$ cat src/rtl/fp_mul_pipe_param.sv
// Three-stage pipelined multiplier for unsigned (sign-less) floats {exp, man}.
// Denormal inputs count as zero. Results never encode Inf/NaN: they saturate to
// the largest finite value (ovf) or flush to zero (unf). A TAG_W side-band word
// travels with every operation.
//
// Ports:
//   clk, rst                 clock (rising edge), synchronous active-high reset
//   in_valid / in_ready      operand handshake; in_ready is the pipeline enable
//   float_in_1, float_in_2   operands {exp[EXP_W], man[MAN_W]}
//   tag_in                   side-band word carried alongside the operation
//   out_valid / out_ready    result handshake
//   float_out, tag_out       product and its tag
//   ovf, unf                 saturated / flushed-to-zero flags, qualified by out_valid
module fp_mul_pipe_param #(
  parameter int unsigned EXP_W = 8,
  parameter int unsigned MAN_W = 23,
  parameter int unsigned TAG_W = 31,
  parameter int unsigned ROUND = 1
) (
  input  logic                   clk,
  input  logic                   rst,
  input  logic                   in_valid,
  output logic                   in_ready,
  input  logic [EXP_W+MAN_W-1:0] float_in_1,
  input  logic [EXP_W+MAN_W-1:0] float_in_2,
  input  logic [TAG_W-1:0]       tag_in,
  output logic                   out_valid,
  input  logic                   out_ready,
  output logic [EXP_W+MAN_W-1:0] float_out,
  output logic [TAG_W-1:0]       tag_out,
  output logic                   ovf,
  output logic                   unf
);

  localparam int unsigned FW = EXP_W + MAN_W;
  localparam int unsigned PW = 2 * MAN_W + 2;
  localparam int unsigned EW = EXP_W + 2;

  localparam logic signed [EW-1:0] Bias   = EW'((1 << (EXP_W - 1)) - 1);
  localparam logic signed [EW-1:0] ExpMax = EW'((1 << EXP_W) - 1);
  localparam logic [EXP_W-1:0]     ExpSat = EXP_W'((1 << EXP_W) - 2);

  // All stages advance together; a stalled output freezes the whole pipe.
  logic en;
  assign en       = !out_valid || out_ready;
  assign in_ready = en;

  // Stage 1: raw mantissa product and biased exponent sum
  logic                 s1_valid_q, s1_zero_q;
  logic [PW-1:0]        s1_prod_q;
  logic signed [EW-1:0] s1_exp_q;
  logic [TAG_W-1:0]     s1_tag_q;

  logic [EXP_W-1:0]     exp_a, exp_b;
  logic [PW-1:0]        s1_prod_d;
  logic signed [EW-1:0] s1_exp_d;
  logic                 s1_zero_d;

  always_comb begin
    exp_a     = float_in_1[FW-1:MAN_W];
    exp_b     = float_in_2[FW-1:MAN_W];
    s1_zero_d = (exp_a == '0) || (exp_b == '0);
    s1_prod_d = PW'({1'b1, float_in_1[MAN_W-1:0]}) * PW'({1'b1, float_in_2[MAN_W-1:0]});
    s1_exp_d  = signed'(EW'(exp_a)) + signed'(EW'(exp_b)) - Bias;
  end

  // Stage 2: normalise and round
  logic                 s2_valid_q, s2_zero_q;
  logic [MAN_W-1:0]     s2_man_q;
  logic signed [EW-1:0] s2_exp_q;
  logic [TAG_W-1:0]     s2_tag_q;

  logic                 norm, guard, sticky, inc, carry;
  logic [MAN_W-1:0]     man_t, man_r;
  logic signed [EW-1:0] s2_exp_d;

  always_comb begin
    norm = s1_prod_q[PW-1];
    if (norm) begin
      man_t  = s1_prod_q[PW-2 -: MAN_W];
      guard  = s1_prod_q[MAN_W];
      sticky = |s1_prod_q[MAN_W-1:0];
    end else begin
      man_t  = s1_prod_q[PW-3 -: MAN_W];
      guard  = s1_prod_q[MAN_W-1];
      sticky = |s1_prod_q[MAN_W-2:0];
    end
    inc = (ROUND != 0) && guard && (sticky || man_t[0]);
    // A carry out of an all-ones mantissa leaves man_r at zero: that is the
    // renormalised 1.0 significand, only the exponent needs bumping.
    {carry, man_r} = {1'b0, man_t} + (MAN_W + 1)'(inc);
    s2_exp_d = s1_exp_q + signed'(EW'(norm)) + signed'(EW'(carry));
  end

  // Stage 3: range check and packing
  logic [FW-1:0] float_d;
  logic          ovf_d, unf_d;

  always_comb begin
    float_d = '0;
    ovf_d   = 1'b0;
    unf_d   = 1'b0;
    if (s2_zero_q) begin
      float_d = '0;
    end else if (s2_exp_q <= 0) begin
      unf_d = 1'b1;
    end else if (s2_exp_q >= ExpMax) begin
      float_d = {ExpSat, {MAN_W{1'b1}}};
      ovf_d   = 1'b1;
    end else begin
      float_d = {s2_exp_q[EXP_W-1:0], s2_man_q};
    end
  end

  always_ff @(posedge clk) begin
    if (rst) begin
      s1_valid_q <= 1'b0;
      s1_zero_q  <= 1'b0;
      s1_prod_q  <= '0;
      s1_exp_q   <= '0;
      s1_tag_q   <= '0;
      s2_valid_q <= 1'b0;
      s2_zero_q  <= 1'b0;
      s2_man_q   <= '0;
      s2_exp_q   <= '0;
      s2_tag_q   <= '0;
      out_valid  <= 1'b0;
      float_out  <= '0;
      tag_out    <= '0;
      ovf        <= 1'b0;
      unf        <= 1'b0;
    end else if (en) begin
      s1_valid_q <= in_valid;
      s1_zero_q  <= s1_zero_d;
      s1_prod_q  <= s1_prod_d;
      s1_exp_q   <= s1_exp_d;
      s1_tag_q   <= tag_in;
      s2_valid_q <= s1_valid_q;
      s2_zero_q  <= s1_zero_q;
      s2_man_q   <= man_r;
      s2_exp_q   <= s2_exp_d;
      s2_tag_q   <= s1_tag_q;
      out_valid  <= s2_valid_q;
      float_out  <= float_d;
      tag_out    <= s2_tag_q;
      ovf        <= ovf_d;
      unf        <= unf_d;
    end
  end

endmodule

$ cat config.mk
export PLATFORM = sky130hd
export DESIGN_NAME = fp_mul_pipe_param
export DESIGN_NICKNAME = d
export VERILOG_FILES = /design/src/rtl/fp_mul_pipe_param.sv
export SDC_FILE = /design/constraint.sdc
export NUM_CORES = 2
export LEC_CHECK = 0
export CAP_MARGIN = 40
export CELL_PAD_IN_SITES_DETAIL_PLACEMENT = 0
export CELL_PAD_IN_SITES_GLOBAL_PLACEMENT = 1
export CORE_ASPECT_RATIO = 1.5
export CORE_UTILIZATION = 48
export DETAILED_ROUTE_END_ITERATION = 10
export PLACE_DENSITY_LB_ADDON = 0.1
export SETUP_SLACK_MARGIN = 0.3
export SLEW_MARGIN = 20
export SYNTH_ARGS = -nofsm -noshare
export SYNTH_HDL_FRONTEND = slang
export SYNTH_SLANG_ARGS = --single-unit
export TNS_END_PERCENT = 50
$ cat constraint.sdc
create_clock -name clk -period 9.9 [get_ports clk]
set_input_delay 2.97 -clock clk [delete_from_list [all_inputs] [get_ports clk]]
set_output_delay 2.97 -clock clk [all_outputs]
set_load 0.1 [all_outputs]
==> flow_summary.json <==
{
  "status": "completed",
  "initialDrtViolationCount": 1158,
  "placed_cells": 4258,
  "grt_usage": 0.2875,
  "ys_dominant_reg_cell": "dfxtp_1",
  "fin_nets": 4295,
  "slew_viol_final": 0,
  "pre_cts_slack_ns": -0.09798,
  "fmax_ghz": 0.1069,
  "vias": 22750,
  "path_class": "input port to flop",
  "detail_route.drc_violations": 0,
  "clockRootBuffer": "clkbuf_16",
  "timing.rr.start": "s1_prod_q[47]",
  "synthTopCellsByArea": "fa_1, dfxtp_1, nand2_1",
  "rsz0062_at_grt": "false",
  "grt_overflow": 0,
  "port_buffers": 162,
  "h-tree-depth": 1,
  "max_slew.worst_pin.slew_ns": 1.013,
  "cts.clk_slew.worst_paths_ns": 0.07,
  "clockBufferDepth": 3,
  "async_reset_ff_frac": 0,
  "multi_input_area_sq_um": 20550,
  "synth_seq_area_share": 0.1597,
  "hold_buffers": 0,
  "die_y_um": 296.9,
  "first_pass_iters": 8,
  "synth_cells": 3300,
  "synthTopCellsByCount": "nand2_1, inv_1, fa_1",
  "cts_buffers": 20,
  "cts_tree": "yes",
  "ant_nets": 0,
  "end_kind": "flop",
  "hold_path.class": "flop to flop",
  "crit_start": "float_in_1[7]",
  "rows": 107,
  "post_synth.cell_area_avg_sq_um": 8.434,
  "drive_above_1_share": 0.08875,
  "dieWidth_um": 198.6,
  "slew_headroom": 0.3249,
  "synth_area_leader_cell": "fa_1",
  "ios": 163,
  "ys_seq_elements": 222,
  "setup_tns_ns": 0,
  "synth_area_sq_um": 27830,
  "grt_max_degree": 226,
  "place_congestion": 0.9044,
  "final_cells": 4302,
  "synth_top_area_frac": 0.3481,
  "hold_violations": 0,
  "seqCellArea_sq_um": 4446,
  "syn-num-nets": 4071,
  "timing.final.ws_setup_ns": 0.5463,
  "skew_ns": 0.01468,
  "finalSetupViolations": 0,
  "syn_to_final_growth_pct": 20.29,
  "tritoncts_num_sinks": 222,
  "dp_hpwl_um": 64930,
  "synth-edff-count": 0,
  "start_util": 0.4880,
  "fin_crit_ns": 9.354,
  "worstPathMaxFanout": 9,
  "maxCapViolCount": 0,
  "antenna_found_initial": 1,
  "ys.warnings.count": 0,
  "final.period_utilization": 0.9448,
  "cp.required_ns": 10.36,
  "yosysMostFrequentCell": "nand2_1",
  "cp.arrival_ns": 9.81,
  "post_drt_wl_per_cell_um": 18.69,
  "grt_pass1_vias": 24560,
  "critPathLaunchType": "input port",
  "min_from": "s1_tag_q[7]",
  "ys_types": 69,
  "coreArea_sq_um": 57030,
  "grt_pass1_wl_um": 132500,
  "viasPerCell": 5.288,
  "routed_wl_um": 80400,
  "num-fill-cells": 5220,
  "die_area_sq_um": 58970,
  "clkLatencyLatePin_ns": 0.51
}
[per-stage QoR]
step	hold WS, ns	utilization	instance area (sq um)
after global routing	0.4660	0.5871	33480
after detailed placement	0.4422	0.5728	32670
final	0.4500	0.5871	33480
after CTS	0.4523	0.5843	33320
after floorplan	0.4287	-	27830
after global placement	0.4364	0.5489	31310
[final cells by class]
type | instances | share of cell area
Multi-Input combinational cell | 2307 | 0.6138
Timing Repair Buffer | 397 | 0.1400
Sequential cell | 222 | 0.1328
Inverter | 576 | 0.06517
Tap cell | 763 | 0.02851
Clock buffer | 27 | 0.01786
Clock inverter | 9 | 0.001756
Antenna cell | 1 | 0.00007474
[layout by cell type, fill, tap and decap left out, types with 40 or more instances in the layout]
master           instances
nand2_1                644
inv_1                  566
fa_1                   483
a21oi_1                255
and2_1                 239
dfxtp_1                221
ha_1                   189
clkdlybuf4s50_1        158
buf_4                  129
nor2_1                  97
o21ai_0                 56
buf_8                   44
nand3_1                 40
[cell families (layout without fill, tap and decap cells)]
group / after synthesis / in the layout / synth area share
other: 0 / 1 / 0
and+or+nand+nor: 1118 / 1118 / 0.1835
DFF: 222 / 222 / 0.1597
xor gates and xnor gates: 61 / 61 / 0.01920
adders and majority gates: 674 / 674 / 0.4335
muxes: 27 / 27 / 0.01002
buffers and inverters: 771 / 1009 / 0.1046
AOI/OAI and AO/OA: 427 / 427 / 0.08950
[path summary, 6_finish.rpt]
path                         to  slack [ns]  cells past startpoint
setup / recovery  s1_prod_q[38]        0.55                     22
hold reg to reg     s1_tag_q[7]        0.45                      2
hold / removal      s1_tag_q[7]        0.45                      2
setup reg to reg    s2_exp_q[9]        5.53                     16
[flip-flops by register name, indices dropped and copies added (netlist names)]
register    cells
float_out      31
s2_zero_q       1
tag_out        31
unf             1
s1_exp_q       10
s2_exp_q       10
s2_man_q       23
s1_tag_q       31
s1_prod_q      48
s1_zero_q       1
ovf             1
out_valid       1
s2_tag_q       31
s1_valid_q      1
s2_valid_q      1
[worst max-delay path, cell delays in order]
cell and delay [ns]:
clkdlybuf4s50_1 0.56, buf_4 0.27, nand2_1 0.12, fa_1 0.55
inv_1 0.06, fa_1 0.57, fa_1 0.45, fa_1 0.63
fa_1 0.48, fa_1 0.51, inv_1 0.06, fa_1 0.48
inv_1 0.05, ha_1 0.28, nand4_1 0.15, or3_1 0.42
o211ai_2 0.19, a31o_2 0.21, nor2b_1 0.19, a31oi_1 0.12
or4_1 0.41, nand3_1 0.07
[per-layer routing]
layer / vias up / wire length [um] / track usage
met2: 630 / 43250 / 0.5320
met3: 193 / 3117 / 0.02396
met4: 0 / 4600 / 0.1482
met5: - / 0 / 0
met1: 11390 / 29430 / 0.3238
li1: 10540 / - / -
[repair_timing]
item                                    4_1_cts  5_1_grt
setup buffers                                 0        6
endpoints found under the setup margin        0       19
resized for setup                             0       23
Power is not shown: default switching activity piles up to over one toggle a cycle in this logic, so the estimate is an artifact.
